File: config.mk
export PLATFORM = sky130hd
export DESIGN_NAME = ro_scan_scheduler
export DESIGN_NICKNAME = d
export VERILOG_FILES = /design/src/rtl/ro_sched_pkg.sv /design/src/rtl/ro_next_index.sv /design/src/rtl/ro_scan_scheduler.sv
export SDC_FILE = /design/constraint.sdc
export NUM_CORES = 1
export LEC_CHECK = 0
export CORE_MARGIN = 2
export CORE_UTILIZATION = 50
export DETAILED_ROUTE_END_ITERATION = 7
export PLACE_DENSITY = 0.85
export SKIP_CTS_REPAIR_TIMING = 1
export SYNTH_ARGS = -nofsm -noshare
export SYNTH_HDL_FRONTEND = slang
export SYNTH_HIERARCHICAL = 1
export SYNTH_SLANG_ARGS = --single-unit
File: constraint.sdc
create_clock -name clk -period 3.4 [get_ports clk]
set_input_delay 0.68 -clock clk [delete_from_list [all_inputs] [get_ports clk]]
set_output_delay 0.68 -clock clk [all_outputs]
set_load 0.005 [all_outputs]
File: src/rtl/ro_sched_pkg.sv
// Shared types and default sizing for the ring-oscillator scan scheduler.
package ro_sched_pkg;

  localparam int N_RO_DEFAULT          = 4;
  localparam int SETTLE_CYCLES_DEFAULT = 16;
  localparam int WINDOW_CYCLES_DEFAULT = 1024;
  localparam int CNT_W_DEFAULT         = 24;
  localparam int TIMER_W               = 16;

  typedef enum logic [2:0] {
    ST_IDLE,
    ST_SETTLE,
    ST_GATE,
    ST_CAPTURE,
    ST_REPORT,
    ST_NEXT
  } state_e;

endpackage

File: src/rtl/ro_next_index.sv
// Finds the lowest set bit of mask strictly above idx (purely combinational).
module ro_next_index #(
  parameter int N     = 4,
  parameter int IDX_W = 2
) (
  input  logic [N-1:0]     mask,
  input  logic [IDX_W-1:0] idx,
  output logic             valid,
  output logic [IDX_W-1:0] next_idx
);

  // NOTE: every output gets a default before the loop so no latch is inferred.
  always_comb begin
    valid    = 1'b0;
    next_idx = '0;
    // Walk downward so the last hit, and therefore the winner, is the lowest bit.
    for (int i = N - 1; i >= 0; i--) begin
      if (mask[i] && (IDX_W'(i) > idx)) begin
        valid    = 1'b1;
        next_idx = IDX_W'(i);
      end
    end
  end

endmodule

File: src/rtl/ro_scan_scheduler.sv
// Sequences a shared edge counter across masked ring oscillators: settle, gate,
// capture, then hand each count to the consumer before moving on.
module ro_scan_scheduler
  import ro_sched_pkg::*;
#(
  parameter int N_RO          = N_RO_DEFAULT,
  parameter int SETTLE_CYCLES = SETTLE_CYCLES_DEFAULT,
  parameter int WINDOW_CYCLES = WINDOW_CYCLES_DEFAULT,
  parameter int CNT_W         = CNT_W_DEFAULT
) (
  input  logic                      clk,
  input  logic                      reset,
  input  logic                      start,
  input  logic                      continuous,
  input  logic                      abort,
  input  logic [N_RO-1:0]           ro_mask,
  input  logic [CNT_W-1:0]          cnt_value,
  input  logic                      res_ready,
  output logic [N_RO-1:0]           ro_en,
  output logic                      cnt_clear,
  output logic                      cnt_en,
  output logic                      res_valid,
  output logic [$clog2(N_RO)-1:0]   res_idx,
  output logic [CNT_W-1:0]          res_count,
  output logic                      busy,
  output logic                      scan_done
);

  localparam int IDX_W = $clog2(N_RO);

  state_e             state, state_d;
  logic [TIMER_W-1:0] timer;
  logic [IDX_W-1:0]   idx, idx_d;
  logic [N_RO-1:0]    scan_mask, mask_d;
  logic               capture;
  logic               nxt_valid;
  logic [IDX_W-1:0]   nxt_idx;

  function automatic logic [IDX_W-1:0] lowest_set(input logic [N_RO-1:0] m);
    lowest_set = '0;
    for (int i = N_RO - 1; i >= 0; i--) begin
      if (m[i]) lowest_set = IDX_W'(i);
    end
  endfunction

  ro_next_index #(
    .N     (N_RO),
    .IDX_W (IDX_W)
  ) u_next (
    .mask     (scan_mask),
    .idx      (idx),
    .valid    (nxt_valid),
    .next_idx (nxt_idx)
  );

  // NOTE: sequential state uses non-blocking assignments so every register
  // samples the pre-edge values regardless of statement order.
  always_ff @(posedge clk) begin
    if (reset) state <= ST_IDLE;
    else       state <= state_d;
  end

  always_comb begin
    state_d   = state;
    idx_d     = idx;
    mask_d    = scan_mask;
    capture   = 1'b0;
    ro_en     = '0;
    cnt_clear = 1'b0;
    cnt_en    = 1'b0;
    res_valid = 1'b0;
    busy      = 1'b1;
    scan_done = 1'b0;
    case (state)
      ST_IDLE: begin
        busy = 1'b0;
        if ((start || continuous) && (ro_mask != '0)) begin
          mask_d  = ro_mask;
          idx_d   = lowest_set(ro_mask);
          state_d = ST_SETTLE;
        end
      end
      ST_SETTLE: begin
        ro_en     = N_RO'(1) << idx;
        cnt_clear = 1'b1;
        if (timer == TIMER_W'(SETTLE_CYCLES - 1)) state_d = ST_GATE;
      end
      ST_GATE: begin
        ro_en  = N_RO'(1) << idx;
        cnt_en = 1'b1;
        if (timer == TIMER_W'(WINDOW_CYCLES - 1)) state_d = ST_CAPTURE;
      end
      ST_CAPTURE: begin
        ro_en   = N_RO'(1) << idx;
        capture = 1'b1;
        state_d = ST_REPORT;
      end
      ST_REPORT: begin
        res_valid = 1'b1;
        if (res_ready) state_d = ST_NEXT;
      end
      ST_NEXT: begin
        if (nxt_valid) begin
          idx_d   = nxt_idx;
          state_d = ST_SETTLE;
        end else begin
          scan_done = 1'b1;
          if (continuous && (ro_mask != '0)) begin
            mask_d  = ro_mask;
            idx_d   = lowest_set(ro_mask);
            state_d = ST_SETTLE;
          end else begin
            state_d = ST_IDLE;
          end
        end
      end
      default: state_d = ST_IDLE;
    endcase
    if (abort) state_d = ST_IDLE;
  end

  // Abort also clears the result registers so IDLE presents all outputs low.
  always_ff @(posedge clk) begin
    if (reset) begin
      timer     <= '0;
      idx       <= '0;
      scan_mask <= '0;
      res_idx   <= '0;
      res_count <= '0;
    end else begin
      timer     <= (state_d != state) ? '0 : timer + 1'b1;
      idx       <= idx_d;
      scan_mask <= mask_d;
      if (abort) begin
        res_idx   <= '0;
        res_count <= '0;
      end else if (capture) begin
        res_idx   <= idx;
        res_count <= cnt_value;
      end
    end
  end

endmodule

==> impl_results.md <==
* Die ar. at 4920 µm²
* DRT antenna net count at 0
* Critical Path AT at 1.96 ns
* Die W at between 70 and 80 µm
* Routed vias/inst at 5.28
* WP data required at about 2.7 ns
* TNS Setup at 0 ns
* H-tree levels at 2
* Largest net degree at the start of global routing at 27
* Mapped Cells at 266
* Share of layout cells above drive strength 1 at 0.0751
* Initial Util at 0.509
* Status: completed
* Syn_area_per_cell at 8.22 µm²
* Max Clk Rate at 0.379 GHz
* Hpwl dp at roughly 3600 µm
* Global placement routability congestion at about 0.82
* Ports at slightly below 70
* CTS Buf Count at 5
* Core Region at ~4300 µm²
* WL/cell at roughly 13 µm
* Clock sinks at 50
* ANT cells at 0
* Synth-to-Final Area Change at 37.8%
* Clock root buffer: clkbuf_8
* Vias in the first global route at 1941
* Power density cells at 379 nW/µm²
* # rows at 24
* Reg clk slew, reported paths at 0.09 ns
* DRT Wirelength at 5100 µm
* Maximum clock path buffer count at 2
* Initial antenna violation count at 0
* TritonCTS clock tree: built
* Slew Viols, Final at 0
* Endpoints failing setup at 0
* Worst slew margin at 0.341
* RSZ-0062 raised after global routing: no
* Tmin final at 2.64 ns
* Layout Nets at 367
* Global-route wire length before repair at 8510 µm
* GRT Util Overall at 0.211
* CP Max Fanout at 9
* Router iterations before antenna repair at 4
* LEAKAGE at 1.03 nW
* Hold WC Path Type: reg2reg
* DRC at 0
* Final Core Density at 0.702
* MaxCap Viol Count at 0
* IO Port Bufs at 68
* Kind of critical path: reg2out
* Initial DRC Count at 110
* Clk_lat worst skew at about 0.3 ns
* Chip height at between 70 and 80 µm
* Clock Skew at 0.00826 ns
* Vias at 2032
* Total chip power at 1.14 mW
* Setup crit end kind: primary output
* CP startpoint kind: flop
* Mapped cell area at ~2200 µm²
* Final Cycle Share at 0.777
* Synth warnings at 6
* Tightest Pin Transition at about 1 ns
* Peak VDD IR at 0.288 mV
* Hold Vio Cnt, Final at 0
* Synth Net Count at 301
* Total grt overflow at 0
-- report_power, final --
| group | total [mW] | switching (mW) | internal (mW) |
|---|---|---|---|
| Sequential | 0.609 | 0.0145 | 0.595 |
| Clock | 0.416 | 0.197 | 0.219 |
| Combinational | 0.117 | 0.0515 | 0.0655 |
| Total | 1.14 | 0.263 | 0.879 |
-- cell type report --
| cell class | count | area, µm² |
|---|---|---|
| well taps | 52 | 65.1 |
| flip-flops and latches | 50 | 1000 |
| fillers | 357 | 1280 |
| inverters | 8 | 30.0 |
| clock inverters | 3 | 45.0 |
| clock buffers | 5 | 68.8 |
| multi-input cells | 197 | 1110 |
| repair buffers | 70 | 696 |
-- critical path, cell delays in order, from the launching register on --
cell and delay [ns]:
dfxtp_1 0.54, nor2b_2 0.11, nor2_1 0.10, o22ai_1 0.10, and4bb_1 0.30, clkdlybuf4s50_1 0.51
-- sequential cells by signal (all words and copies together) (netlist names) --
name	count
res_count	24
idx	2
res_idx	2
timer	16
scan_mask	3
state	3
-- worst paths after layout --
kind | start | endpoint | slack (ns) | cells after the start
worst max-delay path | idx[1]$_SDFFE_PP0P_ | scan_done | 0.76 | 5
worst min-delay path | res_count[7]$_SDFFE_PP0P_ | res_count[7]$_SDFFE_PP0P_ | 0.46 | 2
worst min register to register | res_count[7]$_SDFFE_PP0P_ | res_count[7]$_SDFFE_PP0P_ | 0.46 | 2
worst max register to register | timer[11]$_SDFF_PP0_ | timer[3]$_SDFF_PP0_ | 0.83 | 5
-- placed cells by master, fill, tap and decap left out, drive strengths merged, types with 2 or more instances in the layout --
cell	instances
clkdlybuf4s50	68
nand2	58
dfxtp	50
nor2	31
a21oi	30
nand3	10
xor2	10
nor3	9
inv	8
clkbuf	5
xnor2	4
nor3b	4
or4	4
nor2b	4
nor4	3
nand4	3
o31a	3
mux2i	3
and3	2
o21ai	2
clkinvlp	2
buf	2
-- per-layer routing --
metal  vias up  GRT usage  routed length, µm
met4         0     0.0769                 79
met3         9     0.0447                273
met5         -          0                  0
met2        57      0.369               2440
li1       1033          -                  -
met1       933      0.255               2310
-- through the flow --
step | hold WS, ns | instances | instance area [µm²] | setup WS, ns
6_report | 0.456 | 385 | 3010 | 0.759
5_1_grt | 0.474 | 385 | 3010 | 0.654
4_1_cts | 0.460 | 385 | 3010 | 0.761
3_5_place_dp | 0.446 | 377 | 2900 | 0.752
3_3_place_gp | 0.441 | 377 | 2900 | 0.781
2_1_floorplan | 0.447 | 266 | 2190 | 1.19
Note: power is estimated with default switching activity, not from simulation.
